File: src/rtl/lsu_pkg.sv
// lsu_pkg: shared definitions for the load/store unit.
//   - RV32I funct3 encodings for loads and stores (F3_B/H/W/BU/HU)
//   - lsu_state_t: access sequencing states (IDLE, REQ, WAIT, RESP)
//   - lsu_size(): access size field of a funct3 (00 byte, 01 half, 10 word)
package lsu_pkg;

    localparam logic [2:0] F3_B  = 3'b000;
    localparam logic [2:0] F3_H  = 3'b001;
    localparam logic [2:0] F3_W  = 3'b010;
    localparam logic [2:0] F3_BU = 3'b100;
    localparam logic [2:0] F3_HU = 3'b101;

    localparam logic [1:0] SZ_B = 2'b00;
    localparam logic [1:0] SZ_H = 2'b01;
    localparam logic [1:0] SZ_W = 2'b10;

    typedef enum logic [1:0] {
        IDLE = 2'd0,
        REQ  = 2'd1,
        WAIT = 2'd2,
        RESP = 2'd3
    } lsu_state_t;

    function automatic logic [1:0] lsu_size(input logic [2:0] funct3);
        return funct3[1:0];
    endfunction

endpackage

File: src/rtl/lsu_align.sv
// lsu_align: combinational lane steering for one transfer direction.
//   LOAD = 0 (store): din is rs2 data, dout is the lane-replicated bus word.
//   LOAD = 1 (load) : din is the bus read word, dout is the selected byte or
//                     half shifted down to bit 0 and sign/zero-extended.
//   be is the set of byte lanes touched by the access in both directions.
// Ports:
//   funct3 in 3  : RV32I load/store funct3
//   off    in 2  : byte offset within the word, already naturally aligned
//   din    in 32 : data to steer
//   dout   out 32: steered data
//   be     out 4 : byte lanes touched
module lsu_align
    import lsu_pkg::*;
#(
    parameter bit LOAD = 1'b0
) (
    input  logic [2:0]  funct3,
    input  logic [1:0]  off,
    input  logic [31:0] din,
    output logic [31:0] dout,
    output logic [3:0]  be
);

    logic [31:0] shifted;

    always_comb begin
        be      = 4'h0;
        dout    = '0;
        shifted = din >> {off, 3'b000};

        case (lsu_size(funct3))
            SZ_B:    be = 4'b0001 << off;
            SZ_H:    be = 4'b0011 << off;
            default: be = 4'hF;
        endcase

        if (LOAD) begin
            case (funct3)
                F3_B:    dout = {{24{shifted[7]}}, shifted[7:0]};
                F3_H:    dout = {{16{shifted[15]}}, shifted[15:0]};
                F3_BU:   dout = {24'h0, shifted[7:0]};
                F3_HU:   dout = {16'h0, shifted[15:0]};
                default: dout = din;
            endcase
        end else begin
            // Replicating the datum into every lane lets the byte enables
            // alone pick the destination, whatever the offset.
            case (lsu_size(funct3))
                SZ_B:    dout = {4{din[7:0]}};
                SZ_H:    dout = {2{din[15:0]}};
                default: dout = din;
            endcase
        end
    end

endmodule

File: src/rtl/lsu.sv
// lsu: load/store unit fed by the execute-stage ALU sum.
// Accepts one memory op when idle, issues one word-aligned bus access and
// returns a one-cycle response with extended load data or a fault flag.
//
// Handshakes: a transfer happens on a rising edge where valid and ready are
// both high; the valid side holds its payload stable until that edge and
// never lowers valid early; ready may depend on state only.
//   req_valid/req_ready : pipeline -> LSU, ready only in IDLE
//   mem_valid/mem_ready : LSU -> bus, mem_valid high exactly while in REQ
//   mem_rvalid          : bus read return, sampled only in WAIT
//
// Ports:
//   clk, rst_n                         clock, async active-low reset
//   req_valid/req_ready/req_we/req_funct3/req_addr/req_wdata   request
//   mem_valid/mem_ready/mem_addr/mem_we/mem_be/mem_wdata       bus request
//   mem_rvalid/mem_rdata                                       bus read data
//   rsp_valid/rsp_data/rsp_fault                               writeback
//   dbg_state                          current FSM state
//
// Build option: LSU_MISALIGN_TRAP_EN -- when defined, misaligned half/word
// accesses fault without touching the bus; otherwise the offset is forced to
// natural alignment and the access proceeds.
module lsu
    import lsu_pkg::*;
#(
    parameter int XLEN = 32
) (
    input  logic            clk,
    input  logic            rst_n,
    input  logic            req_valid,
    output logic            req_ready,
    input  logic            req_we,
    input  logic [2:0]      req_funct3,
    input  logic [XLEN-1:0] req_addr,
    input  logic [XLEN-1:0] req_wdata,
    output logic            mem_valid,
    input  logic            mem_ready,
    output logic [XLEN-1:0] mem_addr,
    output logic            mem_we,
    output logic [3:0]      mem_be,
    output logic [XLEN-1:0] mem_wdata,
    input  logic            mem_rvalid,
    input  logic [XLEN-1:0] mem_rdata,
    output logic            rsp_valid,
    output logic [XLEN-1:0] rsp_data,
    output logic            rsp_fault,
    output lsu_state_t      dbg_state
);

    if (XLEN != 32) begin : g_xlen_check
        $fatal(1, "lsu: only XLEN=32 is supported");
    end

    lsu_state_t state, state_nxt;

    // Access captured at acceptance; every bus output is derived from these.
    logic            cap_we;
    logic [2:0]      cap_f3;
    logic [1:0]      cap_off;
    logic [XLEN-3:0] cap_addr;
    logic [XLEN-1:0] cap_wdata;

    logic            accept;
    logic            acc_fault;
    logic [1:0]      eff_off;

    logic [XLEN-1:0] st_data;
    logic [3:0]      st_be;
    logic [XLEN-1:0] ld_data;
    logic [3:0]      ld_be;

    assign accept    = (state == IDLE) && req_valid;
    assign dbg_state = state;
    assign mem_addr  = {cap_addr, 2'b00};
    assign mem_wdata = st_data;

    // Offset used for steering: sub-word sizes are forced onto their natural
    // boundary. With trapping enabled, a non-faulting access is already
    // aligned, so the masking never changes it.
    always_comb begin
        eff_off = 2'b00;
        case (lsu_size(req_funct3))
            SZ_B:    eff_off = req_addr[1:0];
            SZ_H:    eff_off = {req_addr[1], 1'b0};
            default: eff_off = 2'b00;
        endcase
    end

    always_comb begin
        acc_fault = 1'b0;
        if (req_we) begin
            case (req_funct3)
                F3_B, F3_H, F3_W: acc_fault = 1'b0;
                default:          acc_fault = 1'b1;
            endcase
        end else begin
            case (req_funct3)
                F3_B, F3_H, F3_W, F3_BU, F3_HU: acc_fault = 1'b0;
                default:                        acc_fault = 1'b1;
            endcase
        end
`ifdef LSU_MISALIGN_TRAP_EN
        if (lsu_size(req_funct3) == SZ_H && req_addr[0])
            acc_fault = 1'b1;
        if (lsu_size(req_funct3) == SZ_W && req_addr[1:0] != 2'b00)
            acc_fault = 1'b1;
`endif
    end

    lsu_align #(.LOAD(1'b0)) u_store_align (
        .funct3 (cap_f3),
        .off    (cap_off),
        .din    (cap_wdata),
        .dout   (st_data),
        .be     (st_be)
    );

    lsu_align #(.LOAD(1'b1)) u_load_align (
        .funct3 (cap_f3),
        .off    (cap_off),
        .din    (mem_rdata),
        .dout   (ld_data),
        .be     (ld_be)
    );

    always_ff @(posedge clk or negedge rst_n) begin
        if (!rst_n) state <= IDLE;
        else        state <= state_nxt;
    end

    always_comb begin
        state_nxt = state;
        req_ready = 1'b0;
        mem_valid = 1'b0;
        mem_we    = 1'b0;
        mem_be    = 4'h0;
        rsp_valid = 1'b0;
        case (state)
            IDLE: begin
                req_ready = 1'b1;
                if (req_valid) state_nxt = acc_fault ? RESP : REQ;
            end
            REQ: begin
                mem_valid = 1'b1;
                mem_we    = cap_we;
                mem_be    = cap_we ? st_be : ld_be;
                if (mem_ready) state_nxt = cap_we ? RESP : WAIT;
            end
            WAIT: begin
                if (mem_rvalid) state_nxt = RESP;
            end
            RESP: begin
                rsp_valid = 1'b1;
                state_nxt = IDLE;
            end
            default: state_nxt = IDLE;
        endcase
    end

    // Response data is only meaningful during RESP; it is cleared on the way
    // out so stores and faults naturally report zero on the next access.
    always_ff @(posedge clk or negedge rst_n) begin
        if (!rst_n) begin
            cap_we    <= 1'b0;
            cap_f3    <= 3'b000;
            cap_off   <= 2'b00;
            cap_addr  <= '0;
            cap_wdata <= '0;
            rsp_data  <= '0;
            rsp_fault <= 1'b0;
        end else if (accept) begin
            cap_we    <= req_we;
            cap_f3    <= req_funct3;
            cap_off   <= eff_off;
            cap_addr  <= req_addr[XLEN-1:2];
            cap_wdata <= req_wdata;
            rsp_data  <= '0;
            rsp_fault <= acc_fault;
        end else if (state == WAIT && mem_rvalid) begin
            rsp_data  <= ld_data;
        end else if (state == RESP) begin
            rsp_data  <= '0;
            rsp_fault <= 1'b0;
        end
    end

endmodule
File: config.mk
export PLATFORM = sky130hd
export DESIGN_NAME = lsu
export DESIGN_NICKNAME = d
export VERILOG_FILES = /design/src/rtl/lsu_pkg.sv /design/src/rtl/lsu_align.sv /design/src/rtl/lsu.sv
export SDC_FILE = /design/constraint.sdc
export NUM_CORES = 1
export LEC_CHECK = 0
export ABC_CLOCK_PERIOD_IN_PS = 4650
export CORE_MARGIN = 2
export CORE_UTILIZATION = 40
export CTS_CLUSTER_DIAMETER = 200
export DETAILED_ROUTE_END_ITERATION = 8
export DONT_BUFFER_PORTS = 1
export PLACE_DENSITY = 0.55
export SYNTH_ARGS = -nofsm -noshare
export SYNTH_HDL_FRONTEND = slang
export SYNTH_HIERARCHICAL = 1
export SYNTH_SLANG_ARGS = --single-unit
File: constraint.sdc
create_clock -name clk -period 4.65 [get_ports clk]
set_input_delay 0.2325 -clock clk [delete_from_list [all_inputs] [get_ports clk]]
set_output_delay 0.2325 -clock clk [all_outputs]
set_load 0.01 [all_outputs]
[Word level (Yosys, flattened, before mapping)]
Index checks and enable logic that the tools add are counted.
Storage, ports and cells
  flip-flop bits (word level): 103
  output and inout port bits: 107
Cells by class
  equality and inequality tests: 16
  shift operators: 3
  multiplexer cells: 24
  reduce and logical (&&, ||, !) cells: 13
Operator list (number)
  $pmux W32 S4: 1
  $mux W32: 3
  $pmux W32 S2: 1
  $shr A32 B5 Y16: 1
  $eq A3 B3 Y1 const B: 4
  $mux W1: 11
  $mux W2: 4
  $ne A2 B2 Y1 const B: 4
  $pmux W2 S4: 1
  $pmux W4 S2: 1
  $eq A2 B1 Y1 const B: 3
  $eq A3 B1 Y1 const B: 2
  $logic_not A2 Y1: 3
  $logic_not A3 Y1: 2
  $reduce_or A5 Y1: 1
  $eq A2 B2 Y1 const B: 2
  $mux W4: 1
  $pmux W2 S2: 1
  $shl A1 B2 Y4 const A: 1
  $shl A2 B2 Y4 const A: 1
  $eq A3 B2 Y1 const B: 1
  $reduce_and A3 Y1: 1
  $reduce_bool A3 Y1: 1
  $reduce_or A3 Y1: 1
  other kinds (3): 4

[Logic depth before layout (Yosys ltp)]
  depth in word-level cells: 7
  depth in mapped cells: 8

[Cells and area by module]
The synthesis kept the hierarchy.
By module, submodules not included
  lsu: times used 1, cells an instance 262, area an instance 4284.1 um2, seq. area each 2577.5 um2
  lsu_align (u_load_align): times used 1, cells an instance 149, area an instance 903.4 um2, seq. area each 0.0 um2
  lsu_align (u_store_align): times used 1, cells an instance 61, area an instance 494.2 um2, seq. area each 0.0 um2

[Least setup slack after synthesis]
Ideal clock, no wire load.
  path type: reg-to-reg
  from: reg cap_off[0]
  to: reg rsp_data[14]
  library setup time: 0.121 ns
  data arrival time: 1.778 ns
  data required time: 4.529 ns
  slack: 2.751 ns
  cell stages (with the launch flop): 8
  buffers on the path: 2
  period minus slack after synthesis: 1.899 ns
  cells stage by stage: dfrtp_1 -> buf_6 -> mux4_2 -> and3b_1 -> buf_6 -> a2111oi_4 -> a21oi_2 -> a22o_1
On the way
  longest elaborated chain between the ends: 4
RTL lines
  start, declared: line lsu.sv:59  | logic [1:0] cap_off;
  start signal, assigned: line lsu.sv:174  | cap_off <= eff_off;
  $shr A32 B5 Y16: line lsu_align.sv:29  | shifted = din >> {off, 3'b000};
  $pmux W32 S4: line lsu_align.sv:38  | case (funct3)
  named net ld_data[14]: line lsu.sv:69  | logic [XLEN-1:0] ld_data;
  $mux W32: line lsu.sv:179  | end else if (state == WAIT && mem_rvalid) begin
  $mux W32: line lsu.sv:171  | end else if (accept) begin
  end signal, assigned: line lsu.sv:180  | rsp_data <= ld_data;
  end, declared: line lsu.sv:45  | output logic [XLEN-1:0] rsp_data,
The timed path passes the listed nets, and every way through them passes these cells.
A chain may end at the register's enable or synchronous reset.

[Worst setup path after layout]
  from: reg state[0] (netlist: dbg_state[0])
  to: reg cap_addr[29]
On the way
  longest elaborated chain between the ends: 2
RTL lines
  start, declared: line lsu.sv:54  | lsu_state_t state, state_nxt;
  start signal, assigned: line lsu.sv:128  | else state <= state_nxt;
  $logic_not A2 Y1: line lsu.sv:72  | assign accept = (state == IDLE) && req_valid;
  $logic_and A1 B1 Y1: line lsu.sv:72
  end signal, assigned: line lsu.sv:175  | cap_addr <= req_addr[XLEN-1:2];
  end, declared: line lsu.sv:60  | logic [XLEN-3:0] cap_addr;
No other way between the ends.

==> flow_summary.toml <==
[run_status]
status = "finished, final reports clean"

[cells_and_area]
seqCellArea_um2 = 2580
drive_gt1_share_pct = 27.6
final_area_um2 = 5990
antennaDiodeCount = 0
final_util_pct = 43.2
area_growth_pct = 5.51
num-nets-final = 562
fill_cells = 1314
multiInputGateArea_um2 = 2720

[cts]
cts_buffer_depth = 2
path_clk_slew_ns = 0.08
postCtsSetupRepairBufs = 0
cts_root_buf = "clkbuf_16"
clock_latency_ns = 0.35
cts_max_level = 3
cts_num_sinks = 103
cts_buffers = 9
cts_tree = "built"

[routing]
drt_iter0_markers = 232
ant_nets = 0
vias = 3533
drc = 0
post_drt_wl_per_cell_um = 21.3
drt_wl_total_mm = 13.6
post_drt_via_cell_ratio = 5.55
first_pass_iters = 4

[job]
maxCapViolCount = 0

[yosys]
synthCells = 472
ys_ff_latch = 103
synth_area_leaders = "dfrtp_1 45%, mux2_4 16%, mux2_2 6.5%, a22o_1 4.9%, nand2_1 4.0%"
synth_top_area_share_pct = 45.4
syn_avg_cell_area_um2 = 12.0
syn_area_um2 = 5680
synth_edf_count = 0
synth.distinct_cells = 46
synth_top_area_cell = "dfrtp_1"
yosys_warnings = 6
ys_seq_area_share_pct = 45.4
ys.flop_type = "dfrtp_1"
synthArstFlopShare_pct = 100

[pwr]
power.total_mw = 4.74
switching_power_mw = 1.94
power_density_nw_per_um2 = 790
pwr-share-seq_pct = 41.5
p_int_mw = 2.79
power.leakage_nw = 2.79
peakVddDrop_uv = 296
clockPowerShare_pct = 15.6
switching_share_pct = 41.1
comb_power_share_pct = 42.9

[critical_path]
critPathMaxStageDelay_ns = 0.73
cp.required_ns = 4.89
critPathTopFamily = "simple AND/OR/NAND/NOR gates"
critPathBufInv = 2
crit_chain = "inv_1, ha_1, and2_4, buf_4, mux2_2"
cp.arrival_ns = 2.95
path_max_fanout = 43
crit_path_end_kind = "register"
startpoint_type = "register"
critPathKind = "register to register"
crit_slowest_cell = "and2_4"

[floorplanning]
io_pins = 212
start_util_pct = 40.9
row_count = 43
die_width_um = 123
dieArea_um2 = 15200
fp.dieH_um = 123
coreArea_um2 = 13900

[grt]
grt_pass1_wl_mm = 20.4
grt_max_degree = 104
antenna_found_initial = 0
met3_usage_pct = 6.55
met2_usage_pct = 26.8
grt_use_total_pct = 17.7
grt_pass1_vias = 3600
grt.overflow.total = 0
busiest_layer = "met2"
grtUsageMet1_pct = 23.0

[place]
placed_cell_area_um2 = 5640
routabilityCongestion = 0.755
port_buffers = 0
hpwl_mm = 9.54
post-place-ws_ns = 1.93

[sta]
skew_ns = 0.0119
slew_headroom_pct = 37.5
setup_tns_ns = 0
fin_ws_ns = 1.94
finalSetupViolCount = 0
tightest_slew_ns = 0.938
fin_crit_ns = 2.71
finalHoldViolations = 0
max_freq_ghz = 0.369
rsz0062_at_grt = "no"
min_period_over_period_pct = 58.3
maxSlewViolCount = 0

[hold_path]
hold_path.class = "input pin to register"
==> worst reg2reg max path: stages, from the launching register on <==
cell     delay [ns]
dfrtp_1        0.48
inv_1          0.16
ha_1           0.31
and2_4         0.73
buf_4          0.54
mux2_2         0.39
==> registers in the layout, indices dropped and copies added, names as in the netlist <==
signal / cells
rsp_fault: 1
cap_we: 1
cap_off: 2
cap_wdata: 32
rsp_data: 32
cap_addr: 30
dbg_state: 2
cap_f3: 3
==> final cells by class <==
| class | count | area share (%) |
|---|---|---|
| Clock inverter | 6 | 0.918 |
| Timing Repair Buffer | 10 | 1.71 |
| Multi-Input combinational cell | 309 | 45.4 |
| Clock buffer | 10 | 3.99 |
| Tap cell | 180 | 3.76 |
| Inverter | 19 | 1.19 |
| Sequential cell | 103 | 43.0 |
==> power groups by stage <==
stage          clock network (mW)  logic, mW  registers (mW)
2_1_floorplan                   0       1.96            1.73
3_3_place_gp                    0       1.97            1.98
3_5_place_dp                    0       2.02            1.99
4_1_cts                     0.762       2.05            1.98
5_1_grt                     0.801       2.23            2.05
6_report                    0.737       2.03            1.96
==> worst paths after layout <==
check                                                from                        end  slack, ns  cells past startpoint
worst max-delay path             dbg_state[0]$_DFFE_PN0P_   cap_addr[29]$_DFFE_PN0P_       1.94                      5
worst min-delay path                         req_addr[13]   cap_addr[11]$_DFFE_PN0P_       0.02                      1
worst max register to register   dbg_state[0]$_DFFE_PN0P_   cap_addr[29]$_DFFE_PN0P_       1.94                      5
worst min register to register  cap_wdata[20]$_DFFE_PN0P_  cap_wdata[20]$_DFFE_PN0P_       0.51                      1
max in group asynchronous                           rst_n   rsp_data[23]$_DFFE_PN0P_       3.75                      2
min in group asynchronous                           rst_n   cap_wdata[5]$_DFFE_PN0P_       0.48                      2
==> cell usage after synthesis, types with 2 or more instances <==
cell type	count
nor2_1	8
buf_2	7
a21oi_1	12
mux2_4	59
nor3_1	3
o21bai_1	5
nand2_1	60
dfrtp_1	103
nand2b_1	3
clkbuf_1	8
nor2b_1	10
inv_1	19
a22o_1	32
o221ai_1	7
mux2i_1	21
a22oi_1	6
mux2_2	33
buf_4	13
o21ai_1	8
a21o_1	2
ha_1	5
a211o_1	2
o21ai_0	12
buf_6	12
==> layer usage <==
metal,part of all wire (%),routed length (µm),up-vias
met4,1.8,238,0
met3,11,1440,15
met2,45,6140,159
li1,-,-,1624
met1,42,5760,1735
met5,0,0,-
==> cells in the final DEF (no fill, tap or decap), types with 2 or more instances in the layout <==
master	n
o21bai_1	5
a22oi_1	6
a21oi_1	12
ha_1	5
dfrtp_1	102
nor2_1	7
a21o_1	2
nand2_1	60
clkbuf_16	9
dlygate4sd3_1	3
conb_1	2
nor2b_1	10
buf_4	6
o221ai_1	7
o21ai_1	8
a211o_1	2
mux2_2	33
a22o_1	32
nor3_1	3
mux2_4	59
mux2i_1	21
o21ai_0	12
inv_6	2
nand2b_1	3
inv_1	19
==> through the flow <==
stage / hold slack (ns) / cells
2_1_floorplan: -0.0631 / 473
3_3_place_gp: -0.0598 / 617
3_5_place_dp: -0.0599 / 617
4_1_cts: 0.00573 / 637
5_1_grt: 0.00572 / 637
6_report: 0.0202 / 637
==> timing repair <==
item                      CTS  global route
hold buffers                4             0
hold endpoints to repair  104             0
resized for setup           0             0
==> cells by family (layout without fill, tap and decap cells) <==
kind of cell | Yosys count | count (layout) | share of synthesized area [%]
buffers and inverters | 61 | 45 | 6.83
AO/OA/AOI/OAI | 94 | 94 | 12.4
AND/OR/NAND/NOR | 94 | 94 | 7.99
adder cells (fa/ha/maj) | 5 | 5 | 1.10
flip-flops | 103 | 103 | 45.4
other | 1 | 2 | 0.0660
multiplexers | 114 | 114 | 26.2
No activity file was read; power rests on OpenSTA's default activity.
